===== src/rtl/display_scanner_pkg.sv =====
// Shared constants and types for the multiplexed 7-segment display scanner.
package display_scanner_pkg;

  localparam logic [7:0] SEG_BLANK = 8'hFF;

  // Active-low {a,b,c,d,e,f,g,dp} patterns for hex digits 0..F, dp off.
  localparam logic [7:0] SEG_TABLE [16] = '{
    8'h03, 8'h9F, 8'h25, 8'h0D, 8'h99, 8'h49, 8'h41, 8'h1F,
    8'h01, 8'h09, 8'h11, 8'hC1, 8'h63, 8'h85, 8'h61, 8'h71
  };

  typedef enum logic [1:0] {
    ST_OFF,
    ST_BLANK,
    ST_SHOW
  } scan_state_t;

endpackage


===== src/rtl/display.sv =====
// Combinational hex-to-segment decoder, active-low, decimal point off.
module display
  import display_scanner_pkg::*;
(
  input  logic [3:0] hex,
  output logic [7:0] seg_c
);

  assign seg_c = SEG_TABLE[hex];

endmodule


===== src/rtl/display_scanner.sv =====
// Time-multiplexed N-digit common-anode 7-segment scanner with a double-buffered
// value, per-digit blanking gap, and registered pin outputs.
module display_scanner
  import display_scanner_pkg::*;
#(
  parameter int unsigned NUM_DIGITS   = 4,
  parameter int unsigned BLANK_CYCLES = 16,
  parameter int unsigned SHOW_CYCLES  = 4096,
  parameter int unsigned CNT_W        = 16
) (
  input  logic                    clk,
  input  logic                    rst,
  input  logic                    enable,
  input  logic                    load,
  input  logic [4*NUM_DIGITS-1:0] value,
  input  logic [NUM_DIGITS-1:0]   dp_mask,
  input  logic [NUM_DIGITS-1:0]   blank_mask,
  output logic [7:0]              seg_n,
  output logic [NUM_DIGITS-1:0]   an_n,
  output logic                    frame_done
);

  localparam int unsigned DIG_W = (NUM_DIGITS > 1) ? $clog2(NUM_DIGITS) : 1;
  localparam int unsigned VAL_W = 4 * NUM_DIGITS;
  localparam logic [DIG_W-1:0] LAST_DIGIT = DIG_W'(NUM_DIGITS - 1);
  localparam logic [CNT_W-1:0] BLANK_LAST = CNT_W'(BLANK_CYCLES - 1);
  localparam logic [CNT_W-1:0] SHOW_LAST  = CNT_W'(SHOW_CYCLES - 1);

  scan_state_t state, state_next;
  logic [CNT_W-1:0] cnt, cnt_next;
  logic [DIG_W-1:0] digit, digit_next;

  logic [VAL_W-1:0]      act_value, act_value_next, pend_value, pend_value_next;
  logic [NUM_DIGITS-1:0] act_dp, act_dp_next, pend_dp, pend_dp_next;
  logic [NUM_DIGITS-1:0] act_blank, act_blank_next, pend_blank, pend_blank_next;
  logic                  pend_valid, pend_valid_next;

  logic [NUM_DIGITS-1:0] an_next;
  logic [7:0]            seg_next;
  logic                  frame_done_next;
  logic [3:0]            nibble_c;
  logic [7:0]            dec_c;

  // Scan sequencing and double-buffer update.
  always_comb begin
    state_next      = state;
    cnt_next        = cnt + CNT_W'(1);
    digit_next      = digit;
    pend_value_next = load ? value      : pend_value;
    pend_dp_next    = load ? dp_mask    : pend_dp;
    pend_blank_next = load ? blank_mask : pend_blank;
    pend_valid_next = pend_valid | load;
    act_value_next  = act_value;
    act_dp_next     = act_dp;
    act_blank_next  = act_blank;

    if (!enable) begin
      state_next      = ST_OFF;
      cnt_next        = '0;
      digit_next      = '0;
      act_value_next  = pend_value_next;
      act_dp_next     = pend_dp_next;
      act_blank_next  = pend_blank_next;
      pend_valid_next = 1'b0;
    end else begin
      unique case (state)
        ST_OFF: begin
          state_next = ST_BLANK;
          cnt_next   = '0;
          digit_next = '0;
        end
        ST_BLANK: begin
          if (cnt == BLANK_LAST) begin
            state_next = ST_SHOW;
            cnt_next   = '0;
          end
        end
        ST_SHOW: begin
          if (cnt == SHOW_LAST) begin
            state_next = ST_BLANK;
            cnt_next   = '0;
            digit_next = (digit == LAST_DIGIT) ? '0 : digit + DIG_W'(1);
            // Frame boundary: swap in the newest data, including a same-cycle load.
            if (digit == LAST_DIGIT) begin
              if (pend_valid_next) begin
                act_value_next = pend_value_next;
                act_dp_next    = pend_dp_next;
                act_blank_next = pend_blank_next;
              end
              pend_valid_next = 1'b0;
            end
          end
        end
        default: begin
          state_next = ST_OFF;
          cnt_next   = '0;
          digit_next = '0;
        end
      endcase
    end
  end

  assign nibble_c = 4'(act_value_next >> {digit_next, 2'b00});

  display u_display (
    .hex   (nibble_c),
    .seg_c (dec_c)
  );

  // Pin values for the upcoming cycle, so they line up with the state register.
  always_comb begin
    an_next         = '1;
    seg_next        = SEG_BLANK;
    frame_done_next = 1'b0;
    if (state_next == ST_SHOW) begin
      frame_done_next = (cnt_next == SHOW_LAST) && (digit_next == LAST_DIGIT);
      if (!act_blank_next[digit_next]) begin
        an_next[digit_next] = 1'b0;
        seg_next = {dec_c[7:1], dec_c[0] & ~act_dp_next[digit_next]};
      end
    end
  end

  always_ff @(posedge clk) begin
    if (rst) begin
      state      <= ST_BLANK;
      cnt        <= '0;
      digit      <= '0;
      act_value  <= '0;
      act_dp     <= '0;
      act_blank  <= '0;
      pend_value <= '0;
      pend_dp    <= '0;
      pend_blank <= '0;
      pend_valid <= 1'b0;
      an_n       <= '1;
      seg_n      <= SEG_BLANK;
      frame_done <= 1'b0;
    end else begin
      state      <= state_next;
      cnt        <= cnt_next;
      digit      <= digit_next;
      act_value  <= act_value_next;
      act_dp     <= act_dp_next;
      act_blank  <= act_blank_next;
      pend_value <= pend_value_next;
      pend_dp    <= pend_dp_next;
      pend_blank <= pend_blank_next;
      pend_valid <= pend_valid_next;
      an_n       <= an_next;
      seg_n      <= seg_next;
      frame_done <= frame_done_next;
    end
  end

endmodule


===== config.mk =====
export PLATFORM = sky130hd
export DESIGN_NAME = display_scanner
export DESIGN_NICKNAME = d
export VERILOG_FILES = /design/src/rtl/display_scanner_pkg.sv /design/src/rtl/display.sv /design/src/rtl/display_scanner.sv
export SDC_FILE = /design/constraint.sdc
export NUM_CORES = 1
export LEC_CHECK = 0
export BUFFER_PORTS_ARGS = -buffer_cell sky130_fd_sc_hd__buf_2
export CORE_MARGIN = 8
export CORE_UTILIZATION = 52
export DETAILED_ROUTE_END_ITERATION = 7
export PLACE_DENSITY = 0.87
export SYNTH_ARGS = -nofsm -noshare
export SYNTH_HDL_FRONTEND = slang
export SYNTH_SLANG_ARGS = --single-unit

===== constraint.sdc =====
create_clock -name clk -period 3.6 [get_ports clk]
set_input_delay 0.18 -clock clk [delete_from_list [all_inputs] [get_ports clk]]
set_output_delay 0.18 -clock clk [all_outputs]
set_load 0.005 [all_outputs]

# [Yosys cells after proc, flatten, opt, wreduce, memory -nomap -nowiden]
# Memories as Yosys holds them, arrays and structs flattened.
# Cells that the tools add are included.
[op_classes] n_addsub=2 n_lt_le_gt_ge=3 eq_ne=8 shifts=1 n_mux=41 n_bitwise=7 reduce_logical=6
[op_table] op="$mux W16" count=9
[op_table] op="$mux W4" count=12
[op_table] op="$eq A16 B12 Y1 const B" count=2
[op_table] op="$pmux W16 S2" count=1
[op_table] op="$add A16 B1 Y16 const B" count=1
[op_table] op="$eq A16 B4 Y1 const B" count=1
[op_table] op="$mux W8" count=2
[op_table] op="$shr A16 B4 Y4" count=1
[op_table] op="$mux W2" count=6
[op_table] op="$eq A2 B2 Y1 const B" count=4
[op_table] op="$mux W1" count=6
[op_table] op="$pmux W2 S3" count=1
[op_table] op="$ge A5 B5 Y1 const B" count=1
[op_table] op="$not A4 Y5" count=1
[op_table] op="$bmux W1 S2" count=2
[op_table] op="$not A4 Y4" count=1
[op_table] op="$pmux W2 S2" count=1
[op_table] op="$reduce_or A2 Y1" count=2
[op_table] op="$lt A2 B3 Y1 const B" count=1
[op_table] op="$not A1 Y1" count=3
[op_table] op="$reduce_or A3 Y1" count=1
[op_table] op="$add A2 B1 Y2 const B" count=1
[op_table] op="$demux W1 S2" count=1
[op_table] op="$eq A2 B1 Y1 const B" count=1
[op_table] op="5 further kinds" count=6
[totals] regBits=82 rom_bits=128 inputBits=28 output_inout_bits=13 word_cells=82 memories=1
[memory_table] name="(no name shown)" depth=16 word_bits=8 rd=1 rd_clocked_by_memory_dff=0 wr=0 line_no="display.sv:9" rtl="assign seg_c = SEG_TABLE[hex];"

# [Depth between registers and ports, before layout]
# Gate-level depths: netlist of the first run.
[logic_depth] depth_word=12 mapped_depth=17 ltp_nobuf=14

# [By module]
# Synthesis of the first run repeated with hierarchy kept, for this count alone.
[hier_totals] hier_cells=434 area_unflattened_um2=3923.8
[modules_own_cells] mod="display_scanner" n_inst=1 cells_per_inst=401 area_each_um2=3649.8 seq_area_each_um2=1641.6
[modules_own_cells] mod="display" n_inst=1 cells_per_inst=33 area_each_um2=274.0 seq_area_each_um2=0.0

# [Worst setup path before layout of the first run]
# OpenSTA, ideal clock, no wires.
[synth_timing] path_type="reg-to-reg" startpoint="register cnt[13]" endpoint="register seg_n[1]" setup_ps=122 t_arrival_ps=3384 required_ps=3478 slack_ps=94 path_stages_with_launch=16 path_buffers=3 synth_period_minus_slack_ps=3506 cell_sequence="dfxtp_1 buf_6 or4_4 or4_4 o21ai_4 buf_6 buf_12 nand2_1 o21ai_0 mux2i_1 a21oi_1 inv_1 ha_1 nand2_1 a21bo_1 a221o_1"
[synth_via] elab_chain_cells=9 word_cells_on_any_way=25 classes_between="eq/ne: 3; shift: 1; mux: 17; bitwise: 2; reduce/logical: 1; memory: 1"
[synth_lines] element="start, declared" line_no="display_scanner.sv:30" rtl="logic [CNT_W-1:0] cnt, cnt_next;"
[synth_lines] element="start signal, assigned" line_no="display_scanner.sv:141" rtl="cnt <= cnt_next;"
[synth_lines] element="$eq A16 B12 Y1" line_no="display_scanner.sv:79" rtl="if (cnt == SHOW_LAST) begin"
[synth_lines] element="$mux W2 / $mux W16 (equally long branches)" line_no="display_scanner.sv:79"
[synth_lines] element="$pmux W2 S2 / $mux W16 (equally long branches)" line_no="display_scanner.sv:66" rtl="unique case (state)"
[synth_lines] element="$mux W2 / $mux W16 (equally long branches)" line_no="display_scanner.sv:57" rtl="if (!enable) begin"
[synth_lines] element="$shr A16 B4 Y4" line_no="display_scanner.sv:103" rtl="assign nibble_c = 4'(act_value_next >> {digit_next, 2'b00});"
[synth_lines] element="$not A4 Y5 (not written as such)" line_no="display.sv:9"
[synth_lines] element="$mem_v2 Z16 W8"
[synth_lines] element="$mux W8 (not written as such) (2 in a row)" line_no="display.sv:9"
[synth_lines] element="end signal, assigned" line_no="display_scanner.sv:151" rtl="seg_n <= seg_next;"
[synth_lines] element="end, declared" line_no="display_scanner.sv:18" rtl="output logic [7:0] seg_n,"
# Several ways; a longest one is shown, not always the timed one. The select of a mux whose other input is x is not followed.
# A chain may end at the register's enable or synchronous reset.

# [Worst setup path in the final report of the first run]
[layout_timing] startpoint="register cnt[12]" endpoint="register seg_n[1]"
# The elaborated chain is that of the path after synthesis.

==> results of run 1 <==
[power breakdown]
group / switching [W] / internal, W
Clock: 0.000341 / 0.000259
Combinational: 0.000109 / 0.0000811
Sequential: 0.0000117 / 0.000942
Total: 0.000462 / 0.00128
[worst register-to-register path: stages (launching register included)]
cell and delay, ps:
dfxtp_1 360, or4_4 580, or4_4 530, o21ai_4 160
buf_12 150, mux2i_2 240, mux2i_1 100, a221o_1 370
ha_1 250, nand2_1 70, a21bo_1 200, a221o_1 290
[cell type report]
type / count / area [um^2] / area share (%)
multi-input cells: 292 / 1950 / 45.5
flip-flops and latches: 82 / 1640 / 38.4
repair buffers: 57 / 340 / 7.95
clock buffers: 10 / 128 / 2.98
well taps: 99 / 124 / 2.89
inverters: 14 / 52.6 / 1.23
clock inverters: 6 / 48.8 / 1.14
[worst paths after layout]
| check | end | cells after the start | slack, ps | startpoint |
|---|---|---|---|---|
| max | seg_n[1]$_SDFF_PP1_ | 11 | 170 | cnt[12]$_SDFF_PP0_ |
| min | pend_blank[0]$_SDFF_PP0_ | 3 | 80 | blank_mask[0] |
| max reg2reg | seg_n[1]$_SDFF_PP1_ | 11 | 170 | cnt[12]$_SDFF_PP0_ |
| min reg2reg | cnt[0]$_SDFF_PP0_ | 1 | 480 | cnt[0]$_SDFF_PP0_ |
[Yosys cell counts (all sizes together) (2+ instances only)]
| library cell | instances |
|---|---|
| dfxtp | 82 |
| nor2 | 73 |
| nand2 | 37 |
| mux2i | 34 |
| o21ai | 18 |
| clkbuf | 14 |
| inv | 14 |
| ha | 11 |
| nand3 | 10 |
| xnor2 | 10 |
| and2 | 9 |
| mux2 | 9 |
| a21oi | 8 |
| buf | 8 |
| nor3 | 7 |
| xor2 | 7 |
| a31oi | 6 |
| nand4 | 6 |
| a211oi | 5 |
| nor4 | 5 |
| a221o | 4 |
| nor3b | 4 |
| or4 | 4 |
| o211ai | 3 |
| o22ai | 3 |
| and3 | 2 |
| nand2b | 2 |
| o21bai | 2 |
[kinds of logic after synthesis]
kind of cell	count (synthesis)	share of synthesized area, %
buffers and inverters	36	4.80
DFF	82	43.7
adders and majority gates	11	3.66
muxes	44	12.4
xor gates and xnor gates	17	3.96
and+or+nand+nor	160	20.0
AOI/OAI and AO/OA	60	11.5
[metrics by stage]
step	setup TNS, ps	total power, W
floorplan	0	0.00111
global placement	0	0.00115
detailed placement	0	0.00116
CTS	0	0.00176
global route	-38.2	0.00182
finish	0	0.00174
[per-layer routing]
layer,GRT usage (%),vias to the layer above
met1,17.0,1389
met4,5.27,0
met2,30.1,62
met5,0,-
li1,-,1506
met3,5.25,11
[flip-flops by register name, indices dropped and copies added (netlist names), 2 cells and up]
signal      cells
seg_n           8
pend_blank      4
cnt            16
an_n            4
pend_dp         4
pend_value     16
act_value      16
digit           2
act_dp          4
state           2
act_blank       4
[repair_timing]
action / in CTS / in global routing
gates resized for setup: 0 / 4
setup endpoints to repair: 0 / 7
setup buffers: 0 / 1
==> out/metrics.cfg, run 1 <==
[pwr]
power.density_mw_per_mm2 = 407
vdd_drop_max_mv = 0.249
cellLeakagePower_nw = 1.74

[clocking]
insertion_delay_ps = 350
cts_hold_buf = 0
cts_tree = built
cts.path.max_buffers = 2
cts_htree_levels = 3
ctsRootBufferMaster = clkbuf_8
cts.clk_slew.worst_paths_ps = 80
numCtsBuffers = 9
cts.sinks = 82

[floorplanning]
initial_core_util_pct = 52.6
rows = 31
die_w_um = 101
die_area_mm2 = 0.0102
core_area_mm2 = 0.00714
die_y_um = 101
ios = 41

[timing]
setup_ws_ps = 172
setup_violations = 0
grt_setup_unrepaired = true
clock.fmax_mhz = 292
relSlewSlack_pct = 65.8
hold-worst-slack_ps = 83.1
slew_violations = 0
period_minus_slack_ps = 3430
hold_violations = 0
fin_crit_sh_pct = 95.2
worst_slew_pin_slew_ps = 512
skew_ps = 7.11

[logic_synthesis]
synth_top_area_share_pct = 43.7
syn-mean-instance-area_um2 = 9.16
async_flop_share_pct = 0
synthFlopType = dfxtp_1
syn-num-nets = 449
yosysSeqAreaShare_pct = 43.7
synth-seq-cells = 82
yosysTopAreaCell = dfxtp_1
synthesis.area_mm2 = 0.00376
synth_edf_count = 0
ys_warn_count = 0
synth_area_leaders = dfxtp_1, mux2i_1, nor2_1
synth_cell_types = 55
syn_inst = 410

[placement]
dp.cells = 543
place_ws_ps = 64.0
place_congestion = 0.910
numPortBuffers = 40
dpl_cell_area_mm2 = 0.00407
dp_hpwl_um = 5730

[drt]
met2WireLength_um = 3940
drt_pass1_iterations = 4
drc_errors = 0
met3_length_um = 404
met1_length_um = 3350
via_per_inst = 5.30
top_layer_used = met4
routed_wirelength_um = 7820
drtIter0Drc = 166
vias = 2968
avgRoutedWirePerCell_um = 14.0
ant_nets = 0

[grt]
grt.overflow.total = 0
antenna_found_initial = 0
grt_pass1_vias = 2987
grt_start_max_net_pins = 45
grt_pass1_wl_um = 13400
grt_usage_pct = 16.3

[final_layout]
utilization_pct = 60.0
layout_commonest_cell = dfxtp_1
final_cell_mix = dfxtp_1, nor2_1, buf_2
stdcell_count = 560
n_antenna_cell = 0
nNetsFinal = 495
final_area_mm2 = 0.00428
synthToLayoutAreaGrowth_pct = 14.0
drive_gt1_share_pct = 21.5
fillers = 638

[setup_path]
cp-end-kind = flop
critical-path-top-delay-family = simple AND/OR/NAND/NOR gates
cpPeakStageDelay_ps = 580
cp.required_ps = 3840
path_class = reg -> reg
crit_slowest_cell = or4_4
crit_fanout = 14
start_kind = flop
crit_chain = or4_4 > or4_4 > o21ai_4 > buf_12 > mux2i_2 > mux2i_1 > a221o_1 > ha_1 > nand2_1 > a21bo_1 > a221o_1
crit_arrival_ps = 3670
crit_buf_inv = 1

[run]
max_cap_violations = 0

[min_path]
hold_path.class = in -> reg

[status]
status = complete, no violations

Note: power is estimated with default switching activity, not from simulation.
==> inputs of run 2 (changes only) <==
CORE_UTILIZATION = 55   (was 52)
CTS_BUF_LIST = sky130_fd_sc_hd__clkbuf_4 sky130_fd_sc_hd__clkbuf_8   (was unset)
PLACE_DENSITY = 0.9   (was 0.87)
==> out/metrics.cfg, run 2 (same netlist as run 1, synthesis figures left out) <==
[final_layout]
layout_commonest_cell = dfxtp_1
reg_top3 = act_value: 16 flops, cnt: 16 flops, pend_value: 16 flops
n_antenna_cell = 0
drive_gt1_share_pct = 22.9
seq_area_mm2 = 0.00164
utilization_pct = 64.1
multi_input_area_mm2 = 0.00196
final_area_mm2 = 0.00431
final_cell_mix = dfxtp_1, nor2_1, buf_2
fillers = 526
synthToLayoutAreaGrowth_pct = 14.6
stdcell_count = 547
nNetsFinal = 501

[setup_path]
path_class = reg -> reg
cp-end-kind = flop
timing.rr.end = seg_n[4]$_SDFF_PP1_
crit_arrival_ps = 3780
cp.required_ps = 3860
crit_buf_inv = 2
cpPeakStageDelay_ps = 570
cp.depth = 11
crit_slowest_cell = or4_4
crit_fanout = 13
r2r-start = cnt[12]$_SDFF_PP0_
r2r_cells = 11
crit_chain = or4_4 > or4_4 > mux2_2 > o21bai_1 > buf_4 > o22ai_1 > nor3b_1 > buf_4 > mux2_2 > mux2i_1 > nand2_1
start_kind = flop
r2r_slack_ps = 80
cp-startpoint = cnt[12]$_SDFF_PP0_
worstSetupEndpoint = seg_n[4]$_SDFF_PP1_
critical-path-top-delay-family = simple AND/OR/NAND/NOR gates

[clocking]
cts_hold_buf = 0
insertion_delay_ps = 360
cts.sinks = 82
cts_htree_levels = 3
cts.path.max_buffers = 2
numCtsBuffers = 9
cts.clk_slew.worst_paths_ps = 90
ctsRootBufferMaster = clkbuf_8
cts_tree = built

[min_path]
hold_start = rst
hold_path.class = in -> reg

[pwr]
vdd_drop_max_mv = 0.245
cellLeakagePower_nw = 1.77
power.density_mw_per_mm2 = 414
finalPower_w = 0.00178

[timing]
clock.fmax_mhz = 284
slew_violations = 0
fin_crit_sh_pct = 97.7
skew_ps = 10.8
relSlewSlack_pct = 64.3
worst_slew_pin_slew_ps = 532
hold_violations = 0
fin_tns_setup_ps = 0
period_minus_slack_ps = 3520
setup_violations = 0

[placement]
numPortBuffers = 40
dpl_cell_area_mm2 = 0.00407
place_congestion = 0.845
dp_hpwl_um = 6110
dp.cells = 526

[drt]
drtIter0Drc = 205
ant_nets = 0
vias = 3104
drc_errors = 0
avgRoutedWirePerCell_um = 15.6
routed_wirelength_um = 8560
drt_pass1_iterations = 5
via_per_inst = 5.67

[grt]
grt_pass1_vias = 2918
grt.overflow.total = 0
met2_usage_pct = 29.7
busiest_layer = met2
grt_start_max_net_pins = 43
use_met1_pct = 18.3
grt_pass1_wl_um = 13400
use_met3_pct = 4.93
antenna_found_initial = 0
grt_usage_pct = 17.2

[run]
max_cap_violations = 0

[floorplanning]
die_y_um = 98.7
die_area_mm2 = 0.00973
core_area_mm2 = 0.00672
rows = 30
ios = 41
initial_core_util_pct = 55.9
die_w_um = 98.7

[status]
status = complete, no violations

[run 2: how the worst min path moves through the flow]
| stage | end | slack [ps] | cells past startpoint |
|---|---|---|---|
| 3_3_place_gp | pend_blank[1]$_SDFF_PP0_ | 420 | 2 |
| 3_5_place_dp | pend_blank[1]$_SDFF_PP0_ | 430 | 2 |
| 5_1_grt | pend_blank[1]$_SDFF_PP0_ | 50 | 2 |
| 2_1_floorplan | pend_value[6]$_SDFF_PP0_ | 340 | 2 |
| 4_1_cts | pend_blank[1]$_SDFF_PP0_ | 50 | 2 |
| 6_report | pend_blank[1]$_SDFF_PP0_ | 50 | 2 |
[run 2: power breakdown]
part           switching (W)  leakage [nW]  internal (W)
Sequential         0.0000129         0.672      0.000942
Combinational       0.000116          1.01     0.0000835
Clock               0.000368        0.0925      0.000262
Total               0.000497          1.77       0.00129
[run 2: what timing repair did]
item                                    in CTS  in global routing
gates resized for setup                      0                  6
endpoints found under the setup margin       0                  5
buffers inserted                             0                  5
[run 2: layout make-up]
class | count | share of cell area [%]
Sequential cell | 82 | 38.1
Tap cell | 80 | 2.32
Multi-Input combinational cell | 292 | 45.4
Clock buffer | 9 | 2.88
Inverter | 14 | 1.22
Timing Repair Buffer | 63 | 8.66
Clock inverter | 7 | 1.37
[run 2: per-layer routing]
layer	wire [um]	share of wire, %
met1	3440	40
met2	4280	50
met5	0	0
met4	198	2.3
met3	633	7.4
[run 2: metrics by stage]
| step | setup WS [ps] | hold WS [ps] |
|---|---|---|
| global placement | 175 | 423 |
| finish | 82.9 | 48.5 |
| CTS | 19.5 | 52.4 |
| detailed placement | 49.1 | 433 |
| global route | -27.7 | 46.4 |
| floorplan | 93.7 | 341 |
